### src/rtl/hazard_ctrl.sv
// hazard_ctrl: stall/flush controller for the 5-stage core. It covers load-use, mult/div
// occupancy, taken branches and data-memory wait, and keeps saturating stall/flush counters.
module hazard_ctrl #(
    parameter int MD_CYCLES = 8,
    parameter int CNT_W     = 16
) (
    input  logic             clk,
    input  logic             rst_n,
    input  logic [4:0]       id_rs,
    input  logic [4:0]       id_rt,
    input  logic             id_uses_rs,
    input  logic             id_uses_rt,
    input  logic             id_md_use,
    input  logic             ex_mem_read,
    input  logic             ex_reg_write,
    input  logic [4:0]       ex_wn,
    input  logic             ex_md_start,
    input  logic             branch_taken,
    input  logic             mem_wait,
    output logic             pc_en,
    output logic             ifid_en,
    output logic             idex_en,
    output logic             exmem_en,
    output logic             ifid_flush,
    output logic             idex_flush,
    output logic             md_busy,
    output logic             md_done,
    output logic [CNT_W-1:0] stall_cnt,
    output logic [CNT_W-1:0] flush_cnt
);

    localparam int               MDC_W   = $clog2(MD_CYCLES + 1);
    localparam logic [MDC_W-1:0] MD_LOAD = MDC_W'(MD_CYCLES - 1);
    localparam logic [MDC_W-1:0] MD_LAST = MDC_W'(1);

    typedef enum logic [0:0] {
        S_RUN = 1'b0,
        S_MD  = 1'b1
    } state_t;

    state_t           state_r, state_s;
    logic [MDC_W-1:0] md_cnt_r, md_cnt_s;
    logic             md_done_r, md_done_s;
    logic             run_r;
    logic [CNT_W-1:0] stall_cnt_r, flush_cnt_r;
    logic             lu_s, mdh_s, stall_evt_s, flush_evt_s;

    // Hazards that forwarding cannot resolve; writes to $0 never create a dependency.
    always_comb begin
        lu_s  = ex_mem_read & ex_reg_write & (ex_wn != 5'd0) &
                ((id_uses_rs & (id_rs == ex_wn)) | (id_uses_rt & (id_rt == ex_wn)));
        mdh_s = id_md_use & (state_r == S_MD);
    end

    // Priority decode of pipeline enables/flushes; everything is held off until the first edge after reset.
    always_comb begin
        pc_en       = 1'b0;
        ifid_en     = 1'b0;
        idex_en     = 1'b0;
        exmem_en    = 1'b0;
        ifid_flush  = 1'b0;
        idex_flush  = 1'b0;
        stall_evt_s = 1'b0;
        flush_evt_s = 1'b0;
        if (!run_r) begin
            pc_en = 1'b0;
        end else if (mem_wait) begin
            stall_evt_s = 1'b1;
        end else if (branch_taken) begin
            // The squashed ID instruction makes any simultaneous lu/mdh irrelevant.
            pc_en       = 1'b1;
            ifid_en     = 1'b1;
            idex_en     = 1'b1;
            exmem_en    = 1'b1;
            ifid_flush  = 1'b1;
            idex_flush  = 1'b1;
            flush_evt_s = 1'b1;
        end else if (lu_s | mdh_s) begin
            idex_en     = 1'b1;
            exmem_en    = 1'b1;
            idex_flush  = 1'b1;
            stall_evt_s = 1'b1;
        end else begin
            pc_en    = 1'b1;
            ifid_en  = 1'b1;
            idex_en  = 1'b1;
            exmem_en = 1'b1;
        end
    end

    // Mult/div occupancy FSM; the unit counts down regardless of mem_wait once issued.
    always_comb begin
        state_s   = state_r;
        md_cnt_s  = md_cnt_r;
        md_done_s = 1'b0;
        case (state_r)
            S_RUN: begin
                if (ex_md_start & ~mem_wait) begin
                    state_s  = S_MD;
                    md_cnt_s = MD_LOAD;
                end else begin
                    md_cnt_s = {MDC_W{1'b0}};
                end
            end
            S_MD: begin
                if (ex_md_start) begin
                    md_cnt_s = MD_LOAD;
                end else if (md_cnt_r == MD_LAST) begin
                    state_s   = S_RUN;
                    md_cnt_s  = {MDC_W{1'b0}};
                    md_done_s = 1'b1;
                end else begin
                    md_cnt_s = md_cnt_r - MD_LAST;
                end
            end
            default: begin
                state_s  = S_RUN;
                md_cnt_s = {MDC_W{1'b0}};
            end
        endcase
    end

    // State, pulse and saturating counter registers.
    always_ff @(posedge clk or negedge rst_n) begin
        if (!rst_n) begin
            state_r     <= S_RUN;
            md_cnt_r    <= {MDC_W{1'b0}};
            md_done_r   <= 1'b0;
            run_r       <= 1'b0;
            stall_cnt_r <= {CNT_W{1'b0}};
            flush_cnt_r <= {CNT_W{1'b0}};
        end else begin
            state_r   <= state_s;
            md_cnt_r  <= md_cnt_s;
            md_done_r <= md_done_s;
            run_r     <= 1'b1;
            if (stall_evt_s && (stall_cnt_r != {CNT_W{1'b1}})) begin
                stall_cnt_r <= stall_cnt_r + CNT_W'(1);
            end
            if (flush_evt_s && (flush_cnt_r != {CNT_W{1'b1}})) begin
                flush_cnt_r <= flush_cnt_r + CNT_W'(1);
            end
        end
    end

    assign md_busy   = (state_r == S_MD);
    assign md_done   = md_done_r;
    assign stall_cnt = stall_cnt_r;
    assign flush_cnt = flush_cnt_r;

endmodule

### config.mk
export PLATFORM = sky130hd
export DESIGN_NAME = hazard_ctrl
export DESIGN_NICKNAME = d
export VERILOG_FILES = /design/src/rtl/hazard_ctrl.sv
export SDC_FILE = /design/constraint.sdc
export NUM_CORES = 1
export LEC_CHECK = 0
export CAP_MARGIN = 20
export CORE_MARGIN = 1
export CORE_UTILIZATION = 42
export DETAILED_ROUTE_END_ITERATION = 16
export PLACE_DENSITY_LB_ADDON = 0.05
export SLEW_MARGIN = 10
export SYNTH_ARGS = -nofsm -noshare
export SYNTH_HDL_FRONTEND = slang
export SYNTH_SLANG_ARGS = --single-unit
### constraint.sdc
create_clock -name clk -period 1.9 [get_ports clk]
set_input_delay 0.38 -clock clk [delete_from_list [all_inputs] [get_ports clk]]
set_output_delay 0.38 -clock clk [all_outputs]
set_load 0.05 [all_outputs]
==> metrics.md <==
| Metric | Value |
|---|---|
| Status | `complete, but fails checks` |
| Failing checks | `setup timing` |
| Leak pwr | `1.65 nW` |
| Area Growth Syn to Fin | `62.4%` |
| Final Hold Viols | `0` |
| Final clock skew | `0.00564 ns` |
| # DRC | `0` |
| Sequential fraction of the synthesis area | `48.1%` |
| Worst Path Required | `1.52 ns` |
| Number of global-route vias before repair | `1,819` |
| IO Port Bufs | `64` |
| Clk Latency, worst-skew pair | `0.29 ns` |
| Fill cells | `333` |
| Setup violators final | `14` |
| Post-DP HPWL | `3640 um` |
| Fin crit share | `114%` |
| Non-filler cells in the finished layout | `368` |
| Crit. End Element | `output port` |
| Row count | `24` |
| Largest fanout on the critical path | `2` |
| Reg2reg end | `stall_cnt[1]` |
| Pin count of the biggest net entering global routing | `40` |
| Number of flops mapped to enable cells by yosys | `0` |
| Class of the most critical hold timing path | `in2async` |
| Per-cell routed wire length | `13.4 um` |
| Worst-path clk slew | `0.07 ns` |
| Die Width | `71.5 um` |
| Total congestion overflow | `0` |
| Initial antenna violation count | `0` |
| ANT cells | `0` |
| RSZ-0062 raised after global routing | `true` |
| Reg area | `998 um2` |
| Initial Utilization | `45.1%` |
| First-pass GRT wire length | `8270 um` |
| Die height | `71.5 um` |
| Reg-to-Reg Start | `stall_cnt[9]` |
| R2r worst-path depth | `6` |
| Syn Nets | `235` |
| Final WL | `4940 um` |
| Final worst slack | `-0.271 ns` |
| Routed vias/inst | `4.99` |
| CORE AREA | `0.00450 mm2` |
| Syn avg cell area | `9.86 um2` |
| Multi-input gate area | `0.00111 mm2` |
| Min cycle time layout | `2.17 ns` |
| Post-route ant nets | `0` |
| Most frequent cells in the layout | `buf_4, nand2_1, dfrtp_1` |
| Flops & latches, synth | `39` |
| Dpl cell area | `0.00301 mm2` |
| CTS tree | `done` |
| Dpl ws | `-0.628 ns` |
| Max Root-Sink Buffers | `2` |
| Yosys warnings | `0` |
| Ys flop type | `dfrtp_1` |
| Commonest non-fill, non-tap cell in the layout | `buf_4` |
| 1st-iter DRT viols | `126` |
| Async SR Flop Fraction | `100%` |
| Global Route Usage Sum | `20.8%` |
| Fmax | `461 MHz` |
| Placed Instances | `351` |
| Setup slack, reg-to-reg | `-0.04 ns` |
| Clock root cell | `clkbuf_8` |
| Syn Inst Count | `206` |
| Nets@finish | `344` |
| Count of pins over their slew limit | `0` |
| Via count | `1,838` |
| Maxcap violations | `0` |
| Netlist Area Pre-Place | `0.00203 mm2` |
| Power per Cell Area | `944 mW/mm2` |
| Max_slew headroom | `66.1%` |
| Layout cell share with drive strength beyond 1 | `39.2%` |
| CP startpoint kind | `primary input` |
| Peak supply drop | `883 uV` |
| Gp weighted congestion | `0.763` |
| DRT Pass-1 Iters | `4` |
| Setup TNS | `-1.81 ns` |
| Final Cell Area | `0.00330 mm2` |
| IO Pins | `65` |
| Critical path class | `in2out` |
| # clock sinks | `39` |
| Power Total | `3.11 mW` |
| CTS buffer count | `5` |
| CTS H-tree depth | `2` |
| Distinct cells, synth | `34` |
| Crit path arrival time | `1.79 ns` |
| Tightest Pin Transition | `0.507 ns` |
| Die ar. | `0.00512 mm2` |
-- how the worst max path moves through the flow --
| stage | start | end | slack (ns) | cells after the start |
|---|---|---|---|---|
| finish | ex_wn[1] | pc_en | -0.27 | 7 |
| global route | ex_wn[4] | idex_flush | -0.33 | 11 |
| CTS | ex_wn[4] | pc_en | -0.30 | 7 |
| detailed placement | ex_wn[1] | pc_en | -0.63 | 7 |
| global placement | ex_wn[1] | pc_en | -0.59 | 7 |
| floorplan | ex_wn[1] | pc_en | -0.38 | 6 |
-- final cells by class --
type,count,area share [%]
clock buffers,7,2.31
clock inverters,1,0.911
inverters,10,1.14
multi-input cells,154,33.5
flip-flops and latches,39,30.3
well taps,52,1.97
repair buffers,105,29.8
-- report_power, final --
part           leakage (nW)  internal, mW  switching, mW
Combinational          1.13         0.522          0.805
Clock                0.0524         0.393          0.280
Sequential            0.466         0.984          0.129
Total                  1.65          1.90           1.21
-- per-layer routing --
layer / wire [um] / vias up / global-route usage, %
li1: - / 919 / -
met5: 0 / - / 0
met2: 2590 / 40 / 37.9
met3: 226 / 2 / 4.08
met1: 2100 / 877 / 25.0
met4: 20 / 0 / 5.66
-- worst max-delay path, stage by stage --
cell and delay, ns:
buf_6 0.09, or4_4 0.54, o211ai_4 0.17, nand2b_4 0.16, nand2_4 0.06, a21boi_4 0.21, buf_12 0.17
-- flip-flops by register name, summed over array words and instances, names as in the netlist --
signal	count
flush_cnt	16
md_busy	1
md_cnt_r	4
md_done	1
run_r	1
stall_cnt	16
-- logic make-up (layout without fill, tap and decap cells) --
kind of cell / Yosys count / after routing / synth area share (%)
mux: 1 / 1 / 0.739
fa+ha+maj: 4 / 4 / 2.46
buf+inv: 13 / 123 / 3.14
simple gates: 93 / 93 / 23.2
xor+xnor: 40 / 40 / 17.3
flops: 39 / 39 / 48.1
other cells: 1 / 1 / 0.185
compound gates: 15 / 15 / 4.99
-- synthesized netlist by cell type (all sizes together) (2+ instances only) --
| cell | number | share of area, % |
|---|---|---|
| nor3b | 2 | 0.74 |
| nand3 | 9 | 2.2 |
| nand2b | 4 | 1.2 |
| o21a | 2 | 0.74 |
| ha | 4 | 2.5 |
| nand2 | 25 | 4.6 |
| xor2 | 19 | 8.2 |
| nor3 | 14 | 3.5 |
| a21oi | 5 | 1.4 |
| nand4 | 10 | 3.1 |
| nor4 | 6 | 1.8 |
| inv | 10 | 1.8 |
| dfrtp | 39 | 48 |
| buf | 3 | 1.3 |
| nor2 | 14 | 2.6 |
| o21ai | 3 | 0.74 |
| and2 | 2 | 0.62 |
| xnor2 | 21 | 9.1 |
-- through the flow --
stage          util [%]  hold WS [ns]
4_1_cts            71.6         0.150
3_3_place_gp       66.9         0.459
5_1_grt            73.2         0.164
3_5_place_dp       66.9         0.467
6_report           73.2         0.132
2_1_floorplan         -        0.0844
-- timing repair --
| action | in CTS | in global routing |
|---|---|---|
| pin swaps | 6 | 17 |
| hold buffers | 0 | 0 |
| cloned | 1 | 0 |
| buffers inserted | 6 | 2 |
| gates resized for setup | 26 | 21 |
| setup endpoints to repair | 19 | 21 |
(Power assumes the default switching activity.)
